## src/rtl/pipe_reg_pkg.sv

```systemverilog
// rtl/pipe_reg_pkg.sv - shared constants and sizing helpers for the elastic register bank
package pipe_reg_pkg;

  localparam int DEF_WIDTH = 8;
  localparam int DEF_DEPTH = 3;
  localparam int CHAIN_LEN = DEF_DEPTH * (DEF_WIDTH + 1);

  // Width of a counter holding 0..n-1; never narrower than one bit
  function automatic int clog2_min1(input int n);
    return (n <= 2) ? 1 : $clog2(n);
  endfunction

  // Scan chain length: one valid flop plus the data flops per stage
  function automatic int chain_len(input int width, input int depth);
    return depth * (width + 1);
  endfunction

endpackage

```

## src/rtl/pipe_reg_stage.sv

```systemverilog
// rtl/pipe_reg_stage.sv - one pipeline stage: valid flop, data flops, load enable and scan mux
module pipe_reg_stage
  import pipe_reg_pkg::*;
#(
  parameter int               WIDTH     = 8,
  parameter logic [WIDTH-1:0] RESET_VAL = '0
) (
  input  logic             clk,
  input  logic             rstb,
  input  logic             se,
  input  logic             si,
  output logic             so,
  input  logic             load,
  input  logic             v_in,
  input  logic [WIDTH-1:0] d_in,
  output logic             v,
  output logic [WIDTH-1:0] d
);

  // Reset wins, then scan shift (si -> v -> d[0] .. d[WIDTH-1]), then handshake load.
  // Data only moves with a valid item so an emptied stage keeps its last value.
  always_ff @(posedge clk) begin
    if (!rstb) begin
      v <= 1'b0;
      d <= RESET_VAL;
    end else if (se) begin
      {d, v} <= ({d, v} << 1) | {{WIDTH{1'b0}}, si};
    end else if (load) begin
      v <= v_in;
      if (v_in) begin
        d <= d_in;
      end
    end
  end

  assign so = d[WIDTH-1];

endmodule

```

## src/rtl/pipe_reg_bank.sv

```systemverilog
// rtl/pipe_reg_bank.sv - WIDTH x DEPTH elastic register pipeline with scan chain and occupancy count
module pipe_reg_bank
  import pipe_reg_pkg::*;
#(
  parameter int               WIDTH     = 8,
  parameter int               DEPTH     = 3,
  parameter logic [WIDTH-1:0] RESET_VAL = '0
) (
  input  logic                              CLK,
  input  logic                              RSTB,
  input  logic                              SE,
  input  logic                              SI,
  output logic                              SO,
  input  logic                              IN_VALID,
  output logic                              IN_READY,
  input  logic [WIDTH-1:0]                  D,
  output logic                              OUT_VALID,
  input  logic                              OUT_READY,
  output logic [WIDTH-1:0]                  Q,
  output logic [WIDTH-1:0]                  QN,
  output logic [clog2_min1(DEPTH+1)-1:0]    COUNT
);

  localparam int CW = clog2_min1(DEPTH + 1);

  logic [DEPTH-1:0] v;
  logic [DEPTH-1:0] rdy;
  logic [WIDTH-1:0] d [DEPTH];
  logic [DEPTH:0]   scan;

  assign scan[0] = SI;

  genvar i;
  generate
    for (i = 0; i < DEPTH; i++) begin : g_stage
      logic             v_prev;
      logic [WIDTH-1:0] d_prev;

      if (i == 0) begin : g_head
        assign v_prev = IN_VALID;
        assign d_prev = D;
      end else begin : g_body
        assign v_prev = v[i-1];
        assign d_prev = d[i-1];
      end

      // A stage can take new data if the sink drains or any stage from here to the
      // output is a bubble; flattened so the chain has no combinational self-reference.
      assign rdy[i] = OUT_READY | ~(&v[DEPTH-1:i]);

      pipe_reg_stage #(
        .WIDTH     (WIDTH),
        .RESET_VAL (RESET_VAL)
      ) u_stage (
        .clk  (CLK),
        .rstb (RSTB),
        .se   (SE),
        .si   (scan[i]),
        .so   (scan[i+1]),
        .load (rdy[i]),
        .v_in (v_prev),
        .d_in (d_prev),
        .v    (v[i]),
        .d    (d[i])
      );
    end
  endgenerate

  // Occupancy is the population count of the stage valid flops
  always_comb begin
    COUNT = '0;
    for (int k = 0; k < DEPTH; k++) begin
      COUNT = COUNT + CW'(v[k]);
    end
  end

  assign IN_READY  = rdy[0] & ~SE;
  assign OUT_VALID = v[DEPTH-1] & ~SE;
  assign Q         = d[DEPTH-1];
  assign QN        = ~d[DEPTH-1];
  assign SO        = scan[DEPTH];

endmodule

```

## config.mk

```make
export PLATFORM = sky130hd
export DESIGN_NAME = pipe_reg_bank
export DESIGN_NICKNAME = d
export VERILOG_FILES = /design/src/rtl/pipe_reg_pkg.sv /design/src/rtl/pipe_reg_stage.sv /design/src/rtl/pipe_reg_bank.sv
export SDC_FILE = /design/constraint.sdc
export NUM_CORES = 1
export LEC_CHECK = 0
export CAP_MARGIN = 30
export CORE_AREA = 2 2 53 67
export CTS_CLUSTER_DIAMETER = 80
export DETAILED_ROUTE_END_ITERATION = 8
export DIE_AREA = 0 0 55 69
export PLACE_DENSITY = 0.81
export SETUP_SLACK_MARGIN = 0.5
export SLEW_MARGIN = 20
export SYNTH_ARGS = -nofsm -noshare
export SYNTH_HDL_FRONTEND = slang
export SYNTH_HIERARCHICAL = 1
export SYNTH_SLANG_ARGS = --single-unit
```

## constraint.sdc

```tcl
create_clock -name CLK -period 3.5 [get_ports CLK]
set_clock_uncertainty 0.15 [all_clocks]
set_input_delay 0.525 -clock CLK [delete_from_list [all_inputs] [get_ports CLK]]
set_output_delay 0.525 -clock CLK [all_outputs]
set_load 0.01 [all_outputs]
```

# Yosys cells after proc, flatten, opt, wreduce, memory -nomap -nowiden
# Cells that the tools add are included.
[word_totals]
regBits = 27
latch_bits = 0
mem_bits_rw = 0
romBits = 0
in_bits = 14
output_inout_bits = 21
memories = 0
[op_classes]
n_addsub = 2
mul = 0
div = 0
n_lt_le_gt_ge = 0
n_eq_ne = 0
shift = 0
mux = 15
bitwise_logic = 13
n_reduce_logical = 11
[op_table]
columns = ["operator", "n"]
rows = [
  ["2-to-1 mux 8 bit", 9],
  ["bitwise OR 9 x 1 -> 9 bit", 3],
  ["nonzero test 2 bit", 6],
  ["inverter 8 bit", 1],
  ["AND reduction 2 bit", 4],
  ["2-to-1 mux 1 bit", 6],
  ["inverter 1 bit", 4],
  ["bitwise OR 1 bit", 3],
  ["AND reduction 3 bit", 1],
  ["adder 1 x 1 -> 2 bit", 1],
  ["adder 2 x 1 -> 2 bit", 1],
  ["bitwise AND 1 bit", 2],
]

# Depth between registers and ports, before layout
# Gate-level depths: netlist of the first run.
[depth]
word_depth = 5
depth_mapped = 5

# Modules after synthesis
# Netlist of the first run, hierarchy kept.
[modules_own_cells]
columns = ["mod", "n_inst", "cells_each", "area_per_inst_um2", "seq_area_each_um2"]
rows = [
  ["pipe_reg_stage", 3, 49, 503.0, 180.2],
  ["pipe_reg_bank", 1, 16, 115.1, 0.0],
]

# Worst setup path after synthesis of the first run
# No wires, ideal clock.
[synth_path]
path_kind = "reg2out"
from = "register g_stage[1].u_stage.v"
to = "output COUNT[0]"
t_arrival_ns = 1.012
t_required_ns = 2.825
setup_slack_ns = 1.813
path_stages_with_launch = 2
path_cell_list = "dfxtp_1 > fa_1"
[synth_via]
elab_chain_len = 2
[synth_lines]
columns = ["element", "line", "source"]
rows = [
  ["start, declared", "pipe_reg_stage.sv:16", "output logic v,"],
  ["start signal, assigned", "pipe_reg_stage.sv:27", "{d, v} <= ({d, v} << 1) | {{WIDTH{1'b0}}, si};"],
  ["start signal, assigned", "pipe_reg_stage.sv:29", "v <= v_in;"],
  ["adder 1 x 1 -> 2 bit", "pipe_reg_bank.sv:73", "COUNT = COUNT + CW'(v[k]);"],
  ["adder 2 x 1 -> 2 bit", "pipe_reg_bank.sv:73", ""],
  ["end, declared", "pipe_reg_bank.sv:21", "output logic [clog2_min1(DEPTH+1)-1:0] COUNT"],
]
# No other way between the ends.

# Worst setup path in the final report of the first run
[layout_path]
from = "register g_stage[0].u_stage.v"
to = "output IN_READY"
[layout_via]
elab_chain_len = 4
[layout_lines]
columns = ["element", "line", "source"]
rows = [
  ["start, declared", "pipe_reg_stage.sv:16", ""],
  ["start signal, assigned", "pipe_reg_stage.sv:27", ""],
  ["start signal, assigned", "pipe_reg_stage.sv:29", ""],
  ["AND reduction 3 bit", "pipe_reg_bank.sv:49", "assign rdy[i] = OUT_READY | ~(&v[DEPTH-1:i]);"],
  ["inverter 1 bit", "pipe_reg_bank.sv:49", ""],
  ["bitwise OR 1 bit", "pipe_reg_bank.sv:49", ""],
  ["net rdy[0]", "pipe_reg_bank.sv:27", "logic [DEPTH-1:0] rdy;"],
  ["bitwise AND 1 bit", "pipe_reg_bank.sv:77", "assign IN_READY = rdy[0] & ~SE;"],
  ["end, declared", "pipe_reg_bank.sv:15", "output logic IN_READY,"],
]
# The timed path passes the listed nets, and every way through them passes these cells.

==> results.py, run 1 <==
metrics = {
    "worst_setup_path": {
        "arrival_ns": 1.98,
        "cp_data_required_time_ns": 2.82,
        "r2r_start": "g_stage[1].u_stage/v",
        "reg2reg_setup_slack_ns": 1.55,
        "crit_fanout": 21,
        "reg2reg_to": "g_stage[1].u_stage/d[0]",
        "setup.worst_path.class": "reg -> out",
        "cp-start-kind": "flop",
        "cp-end-kind": "output port",
        "reg2reg_depth": 3,
    },
    "synthesis": {
        "synth_top_area_share": 0.333,
        "synth_warnings": 6,
        "syn_nets": 179,
        "syn_area_sq_mm": 0.00162,
        "synth_common_cells": "dfxtp_1 (27), nand2b_1 (27), o311a_1 (24)",
        "yosysSeqAreaShare": 0.333,
        "synth-edff-count": 0,
        "avgSynthCellArea_sq_um": 9.96,
        "async_flop_share": 0,
        "synth_ff_type": "dfxtp_1",
        "ys_types": 21,
        "ys_seq_elements": 27,
        "yosysTopAreaCell": "dfxtp_1",
        "synth_area_leaders": "dfxtp_1 (33%), o311a_1 (15%), nand2b_1 (10%)",
        "synth_cells": 163,
    },
    "routing": {
        "remaining_drc_errors": 0,
        "drt_iter0_drc": 13,
        "antenna_left": 0,
        "totalWireLength_um": 3170,
        "avgViaCountPerCell": 5.71,
        "firstDrtPassIters": 4,
        "vias": 1290,
        "wire_per_inst_um": 14.0,
    },
    "floorplanning": {
        "die_h_um": 69,
        "coreArea_sq_mm": 0.00317,
        "die_w_um": 55,
        "io_pins": 35,
        "std_cell_rows": 23,
        "start_util": 0.513,
        "die_area_sq_mm": 0.00380,
    },
    "sta": {
        "post-route-min-period_ns": 2.65,
        "hold_slack_ns": 0.458,
        "setup_viol": 0,
        "rsz0062_at_grt": "no",
        "max_slew_margin": 0.595,
        "fin_crit_sh": 0.758,
        "setup_tns_ns": 0,
        "worstMarginPinSlew_ns": 0.605,
        "slew_violations": 0,
        "finalHoldViolCount": 0,
        "fmax_mhz": 377,
    },
    "pwr": {
        "p_switching_uw": 178,
        "leakagePower_uw": 0.000943,
        "clkPwrFrac": 0.263,
        "ir_drop_mv": 0.229,
        "powerDensity_mw_per_mm2": 344,
        "p_int_uw": 499,
        "seqPwrFrac": 0.515,
        "combinationalPowerShare": 0.222,
        "switching_share": 0.263,
    },
    "grt": {
        "grt_pass1_vias": 1094,
        "overflow": 0,
        "grt_max_degree": 37,
        "antenna_found_initial": 0,
        "track_usage": 0.172,
        "grt_pass1_wl_um": 5020,
    },
    "min_path": {
        "min-delay-start": "g_stage[1].u_stage/d[6]",
        "hold_path_end": "g_stage[1].u_stage/d[7]",
        "whs_path_depth": 2,
        "hold_path_class": "reg -> reg",
    },
    "cts": {
        "clk_path_buf_depth": 2,
        "clkLatencyLatePin_ns": 0.27,
        "clk_pin_slew_ns": 0.09,
        "cts_num_sinks": 27,
        "cts_max_level": 1,
        "cts_tree": "yes",
        "ctsHoldBuffers": 0,
        "root_buffer": "clkbuf_8",
        "cts_buffers": 3,
    },
    "job": {
        "maxCapViolations": 0,
    },
    "layout": {
        "syn_to_final_growth_pct": 21.1,
        "drive_gt1_frac": 0.217,
        "layout.nets": 206,
        "n_antenna_cell": 0,
    },
    "placed_design": {
        "gp_congestion": 0.687,
        "place.port_buffers": 34,
        "dp_hpwl_um": 2150,
    },
    "status": {
        "status": "complete, no violations",
    },
}
## layout by cell type (no fill, tap or decap), types with 6 or more instances in the layout
cell / instances
a21boi_1: 18
o311a_1: 24
a21boi_2: 6
nand2b_1: 27
dfxtp_1: 26
inv_1: 9
and3_2: 21
clkdlybuf4s50_1: 33
## through the flow
stage	total power, uW	worst slack (ns)	util	cell area (sq um)	instances
2_1_floorplan	446	1.81	-	1620	163
3_3_place_gp	500	0.886	0.602	1900	221
3_5_place_dp	505	0.854	0.602	1900	221
4_1_cts	681	0.586	0.616	1950	225
5_1_grt	712	0.745	0.621	1970	226
6_report	677	0.848	0.621	1970	226
## cell type report
| cell class | count | area (sq um) |
|---|---|---|
| Tap cell | 37 | 46.3 |
| Fill cell | 284 | 1200 |
| Inverter | 9 | 33.8 |
| Timing Repair Buffer | 37 | 365 |
| Multi-Input combinational cell | 112 | 933 |
| Sequential cell | 27 | 542 |
| Clock buffer | 3 | 41.3 |
| Clock inverter | 1 | 5.00 |
## logic make-up (layout without fill, tap and decap cells)
family / after synthesis / count (layout) / share of synthesized area
AOI/OAI and AO/OA: 51 / 51 / 0.291
adders and majority gates: 2 / 2 / 0.0200
buffers and inverters: 24 / 50 / 0.0924
DFF: 27 / 27 / 0.333
muxes: 3 / 3 / 0.0208
and+or+nand+nor: 56 / 56 / 0.243
## sequential cells by signal (all words and copies together) (netlist names)
| register | cells |
|---|---|
| g_stage.u_stage/v | 3 |
| g_stage.u_stage/d | 24 |
## power by group through the flow
| stage | clock network, uW | logic, uW | registers [uW] |
|---|---|---|---|
| 2_1_floorplan | 0 | 93.9 | 352 |
| 4_1_cts | 182 | 150 | 349 |
| 3_5_place_dp | 0 | 150 | 355 |
| 6_report | 178 | 150 | 349 |
| 5_1_grt | 195 | 164 | 352 |
| 3_3_place_gp | 0 | 146 | 354 |
## worst max path at each step
stage / startpoint / endpoint
global placement: OUT_READY / IN_READY
floorplan: g_stage[1].u_stage/v / COUNT[0]
finish: g_stage[0].u_stage/v / IN_READY
global route: g_stage[0].u_stage/v / IN_READY
detailed placement: OUT_READY / IN_READY
CTS: g_stage[0].u_stage/v / IN_READY
## layer usage
layer  share of wire  up-vias  GRT usage
met4           0.013        0     0.0569
met3           0.039        4     0.0195
met5               0        -          0
met2            0.49       33      0.261
met1            0.46      602      0.250
li1                -      651          -
## critical path: stages (launching register included)
cell and delay [ns]:
dfxtp_2 0.56, ha_1 0.27, nand3b_4 0.20, nor2b_4 0.19
clkdlybuf4s50_1 0.48
## timing repair
| item | in CTS | in global routing |
|---|---|---|
| setup buffers | 0 | 0 |
| setup endpoints to repair | 0 | 1 |
| resized for setup | 0 | 1 |
Note: power is estimated with default switching activity, not from simulation.
==> inputs of run 2 (changes only) <==
--- a/config.mk
+++ b/config.mk
@@ -6,11 +6,11 @@
 export NUM_CORES = 1
 export LEC_CHECK = 0
 export CAP_MARGIN = 30
-export CORE_AREA = 2 2 53 67
+export CORE_AREA = 2 2 54 69
 export CTS_CLUSTER_DIAMETER = 80
 export DETAILED_ROUTE_END_ITERATION = 8
-export DIE_AREA = 0 0 55 69
-export PLACE_DENSITY = 0.81
+export DIE_AREA = 0 0 56 71
+export PLACE_DENSITY = 0.77
 export SETUP_SLACK_MARGIN = 0.5
 export SLEW_MARGIN = 20
 export SYNTH_ARGS = -nofsm -noshare
==> constraint.sdc (replaced) <==
create_clock -name CLK -period 2.58 [get_ports CLK]
set_clock_uncertainty 0.15 [all_clocks]
set_input_delay 0.387 -clock CLK [delete_from_list [all_inputs] [get_ports CLK]]
set_output_delay 0.387 -clock CLK [all_outputs]
set_load 0.01 [all_outputs]
==> run 2 against run 1 <==
Net effect:
- clock power is 31% higher
- via count is 3.0% higher
- utilization is 3.2 points lower
- non-clock buffer count is 3 higher
- hold slack worse by 0.078 ns
- power is 34% higher
- final cell count is 2.2% higher
- setup slack worse by 0.26 ns
- design area is 0.70% higher
- critical endpoint is now COUNT[0]
- largest cell class unchanged
==> results.py, run 2 (same netlist as run 1, synthesis figures left out) <==
metrics = {
    "status": {
        "status": "complete, no violations",
    },
    "routing": {
        "drt_iter0_drc": 30,
        "totalWireLength_um": 3300,
        "dr_wl_met3_um": 143,
        "avgViaCountPerCell": 5.75,
        "wire_per_inst_um": 14.3,
        "vias": 1329,
        "antenna_left": 0,
        "firstDrtPassIters": 4,
        "wl_met2_um": 1630,
        "top_layer": "met4",
        "met1_length_um": 1510,
        "remaining_drc_errors": 0,
    },
    "pwr": {
        "powerDensity_mw_per_mm2": 459,
        "leakagePower_uw": 0.000959,
        "power.total_uw": 908,
        "ir_drop_mv": 0.380,
    },
    "sta": {
        "finalHoldViolCount": 0,
        "slew_violations": 0,
        "worstMarginPinSlew_ns": 0.562,
        "post-route-min-period_ns": 1.99,
        "fmax_mhz": 502,
        "max_slew_margin": 0.624,
        "fin_crit_sh": 0.772,
        "setup_viol": 0,
        "rsz0062_at_grt": "no",
        "setup_tns_ns": 0,
    },
    "cts": {
        "cts_max_level": 1,
        "clk_pin_slew_ns": 0.09,
        "cts_tree": "yes",
        "cts_num_sinks": 27,
        "clk_path_buf_depth": 2,
        "root_buffer": "clkbuf_8",
        "ctsHoldBuffers": 0,
        "clkLatencyLatePin_ns": 0.26,
        "cts_buffers": 3,
    },
    "layout": {
        "fin_cells": 231,
        "drive_gt1_frac": 0.229,
        "layout_common_cells": "clkdlybuf4s50_1 (30), nand2b_1 (27), dfxtp_1 (25)",
        "nFillCells": 301,
        "multi_input_area_sq_um": 933,
        "n_antenna_cell": 0,
        "reg.largest.list": "g_stage.u_stage/d: 24 flops, g_stage.u_stage/v: 3 flops",
        "largest_register": "g_stage.u_stage/d",
        "largest_register_ffs": 24,
        "layout.nets": 209,
        "final_common_cell": "clkdlybuf4s50_1",
        "regArea_sq_um": 543,
        "syn_to_final_growth_pct": 22.0,
    },
    "worst_setup_path": {
        "cp_data_required_time_ns": 2.04,
        "crit_fanout": 10,
        "cp-start-kind": "flop",
        "cp-end-kind": "output port",
        "setup.worst_path.class": "reg -> out",
        "arrival_ns": 1.45,
    },
    "floorplanning": {
        "die_h_um": 71,
        "die_area_sq_mm": 0.00398,
        "io_pins": 35,
        "start_util": 0.483,
        "coreArea_sq_mm": 0.00336,
        "die_w_um": 56,
        "std_cell_rows": 24,
    },
    "placed_design": {
        "place_inst": 227,
        "dp_hpwl_um": 2250,
        "gp_congestion": 0.707,
        "place.port_buffers": 34,
    },
    "min_path": {
        "hold_path_class": "in -> reg",
    },
    "grt": {
        "antenna_found_initial": 0,
        "grt_pass1_vias": 1278,
        "overflow": 0,
        "track_usage": 0.170,
        "grt_pass1_wl_um": 5620,
        "grt_max_degree": 51,
    },
    "job": {
        "maxCapViolations": 0,
    },
}
## run 2: cell types whose count changed in the layout (fill, tap and decap cells not counted), sizes merged
| cell | delta |
|---|---|
| buf | +3 |
| clkdlybuf4s50 | -3 |
| dlygate4sd2 | +3 |
| clkbuf | +1 |
| clkinv | -1 |
## run 2: layer usage
layer  vias to the layer above  GRT usage
met5                         -          0
met4                         0     0.0397
met3                         2     0.0274
met2                        36      0.319
met1                       635      0.201
li1                        656          -
## run 2: timing repair
item | 4_1_cts | 5_1_grt
endpoints found under the setup margin | 3 | 0
buffers inserted | 0 | 0
resized for setup | 5 | 0
## run 2: critical path: stages (launching register included)
cell	delay, ns
dfxtp_2	0.46
fa_1	0.44
dlygate4sd2_1	0.29
## run 2: final cells by class
type / count / area share
Multi-Input combinational cell: 112 / 0.471
Sequential cell: 27 / 0.274
Timing Repair Buffer: 40 / 0.190
Tap cell: 39 / 0.0246
Clock buffer: 4 / 0.0227
Inverter: 9 / 0.0171
## run 2: where the power goes
part / internal (uW) / total (uW) / switching [uW]
registers: 446 / 469 / 23.4
logic: 119 / 205 / 86.1
clock network: 110 / 234 / 123
total: 676 / 908 / 233
## run 2: per-stage QoR
stage               utilization  hold WS (ns)  setup WS (ns)  cell area, sq um
CTS                       0.589         0.372          0.584              1980
finish                    0.589         0.380          0.588              1980
global placement          0.576         0.431          0.391              1940
global route              0.589         0.393          0.503              1980
detailed placement        0.576         0.442          0.379              1940
floorplan                     -         0.408          0.907              1620
## run 2: final timing paths
path	start	end	slack, ns	cells after the start
min reg2reg	g_stage[1].u_stage/d[4]	g_stage[1].u_stage/d[5]	0.46	2
min	SE	g_stage[1].u_stage/d[1]	0.38	2
max	g_stage[1].u_stage/v	COUNT[0]	0.59	2
max reg2reg	g_stage[1].u_stage/v	g_stage[1].u_stage/d[4]	0.84	3
==> inputs of run 3 (changes only) <==
==> constraint.sdc (replaced) <==
create_clock -name CLK -period 2 [get_ports CLK]
set_clock_uncertainty 0.15 [all_clocks]
set_input_delay 0.3 -clock CLK [delete_from_list [all_inputs] [get_ports CLK]]
set_output_delay 0.3 -clock CLK [all_outputs]
set_load 0.01 [all_outputs]
==> run 3 against run 2 <==
Net effect:
- first-iteration DRC count up 33%
- sequential power increased by 29%
- design area is 19% higher
- via count rose by 8.6%
- power rose by 37%
- hold slack worse by 0.084 ns
- setup slack got worse by 0.35 ns
- non-clock buffer count is 19 higher
- critical path depth did not move
- sequential share of layout area fell by 4.0 points
- routed wire length rose by 25%
- flip-flop and latch count did not move
- critical path type unchanged
- critical endpoint unchanged
==> results.py, run 3 (same netlist as run 1, synthesis figures left out) <==
metrics = {
    "sta": {
        "setup_viol": 0,
        "finalHoldViolCount": 0,
        "max_slew_margin": 0.750,
        "slew_violations": 0,
        "rsz0062_at_grt": "yes",
        "worstMarginPinSlew_ns": 0.376,
        "post-route-min-period_ns": 1.76,
        "fmax_mhz": 568,
        "setup_tns_ns": 0,
        "fin_crit_sh": 0.880,
    },
    "routing": {
        "vias": 1443,
        "drt_iter0_drc": 40,
        "firstDrtPassIters": 4,
        "avgViaCountPerCell": 5.75,
        "wire_per_inst_um": 16.5,
        "totalWireLength_um": 4140,
        "antenna_left": 0,
        "remaining_drc_errors": 0,
    },
    "worst_setup_path": {
        "crit_fanout": 2,
        "cp-startpoint": "g_stage[0].u_stage/v",
        "cpPeakStageDelay_ns": 0.54,
        "crit_chain": "fa_1 > buf_2",
        "reg2reg_setup_slack_ns": 0.30,
        "path_delay_family": "adder cells",
        "cp_num_cells": 2,
        "r2r_start": "g_stage[2].u_stage/v",
        "reg2reg_to": "g_stage[2].u_stage/v",
        "crit_slowest_cell": "fa_1",
        "cp-start-kind": "flop",
        "path_buf_inv": 1,
        "arrival_ns": 1.31,
        "reg2reg_depth": 7,
        "worstSetupEndpoint": "COUNT[0]",
        "cp_data_required_time_ns": 1.55,
        "cp-end-kind": "output port",
        "setup.worst_path.class": "reg -> out",
    },
    "floorplanning": {
        "start_util": 0.483,
        "std_cell_rows": 24,
        "die_area_sq_mm": 0.00398,
        "die_h_um": 71,
        "coreArea_sq_mm": 0.00336,
        "die_w_um": 56,
        "io_pins": 35,
    },
    "cts": {
        "cts_tree": "yes",
        "cts_num_sinks": 27,
        "cts_max_level": 1,
        "clkLatencyLatePin_ns": 0.27,
        "root_buffer": "clkbuf_8",
        "cts_buffers": 3,
        "clk_pin_slew_ns": 0.09,
        "clk_path_buf_depth": 2,
    },
    "grt": {
        "overflow": 0,
        "grt_pass1_wl_um": 6760,
        "grt_pass1_vias": 1419,
        "track_usage": 0.211,
        "antenna_found_initial": 0,
        "grt_max_degree": 40,
    },
    "layout": {
        "nFillCells": 249,
        "layout_common_cells": "nand2b_1 (27), o311a_1 (24), dfxtp_1 (23)",
        "n_antenna_cell": 0,
        "layout.nets": 229,
        "largest_register": "g_stage.u_stage/d",
        "post-route-util": 0.703,
        "reg.largest.list": "g_stage.u_stage/d: 24 flops, g_stage.u_stage/v: 3 flops",
        "fin_cells": 251,
        "largest_register_ffs": 24,
        "final_common_cell": "nand2b_1",
        "syn_to_final_growth_pct": 45.7,
        "drive_gt1_frac": 0.363,
    },
    "status": {
        "status": "complete, no violations",
    },
    "job": {
        "maxCapViolations": 0,
    },
    "pwr": {
        "powerDensity_mw_per_mm2": 528,
        "leakagePower_uw": 0.00114,
        "power.total_uw": 1250,
        "ir_drop_mv": 0.416,
    },
    "placed_design": {
        "dp_hpwl_um": 2300,
        "place_inst": 233,
        "place.port_buffers": 34,
        "gp_congestion": 0.742,
    },
    "min_path": {
        "hold_path_class": "in -> reg",
    },
}
==> run 3: cell type report <==
type / instances / area (sq um) / share of cell area
multi-input cells: 113 / 1060 / 0.447
inverters: 9 / 33.8 / 0.0143
well taps: 39 / 48.8 / 0.0206
clock buffers: 4 / 45.0 / 0.0190
repair buffers: 59 / 627 / 0.265
flip-flops and latches: 27 / 553 / 0.234
==> run 3: metal layers <==
layer / share of wire / routed length [um] / track usage
met4: 0.019 / 80 / 0.0767
met2: 0.53 / 2190 / 0.392
met3: 0.045 / 186 / 0.0201
met1: 0.41 / 1680 / 0.249
met5: 0 / 0 / 0
==> run 3: worst min path at each step <==
stage	startpoint	to	slack, ns	cells after the start
2_1_floorplan	SE	g_stage[0].u_stage/d[0]	0.34	2
3_3_place_gp	g_stage[1].u_stage/d[4]	g_stage[1].u_stage/d[5]	0.44	2
3_5_place_dp	g_stage[1].u_stage/d[6]	g_stage[1].u_stage/d[7]	0.44	2
4_1_cts	SE	g_stage[2].u_stage/d[1]	0.29	2
5_1_grt	SE	g_stage[2].u_stage/d[1]	0.31	2
6_report	SE	g_stage[2].u_stage/d[1]	0.30	2
==> run 3: through the flow <==
step | area, sq um | hold WS [ns] | setup WS [ns]
2_1_floorplan | 1630 | 0.342 | 0.476
3_3_place_gp | 1990 | 0.435 | -0.00383
3_5_place_dp | 1990 | 0.437 | -0.0175
4_1_cts | 2320 | 0.285 | 0.253
5_1_grt | 2370 | 0.311 | 0.207
6_report | 2370 | 0.295 | 0.241
==> run 3: repair_timing <==
item	4_1_cts	5_1_grt
setup endpoints to repair	48	31
gates cloned	3	0
hold endpoints to repair	0	0
setup buffers	9	2
resized for setup	72	7
hold buffers	0	0
pin swaps	14	7
==> run 3: where the power goes <==
| part | switching [uW] | leakage, uW | internal [uW] |
|---|---|---|---|
| Clock | 168 | 0.0000228 | 143 |
| Combinational | 141 | 0.000893 | 192 |
| Sequential | 30.5 | 0.000226 | 574 |
| Total | 340 | 0.00114 | 909 |
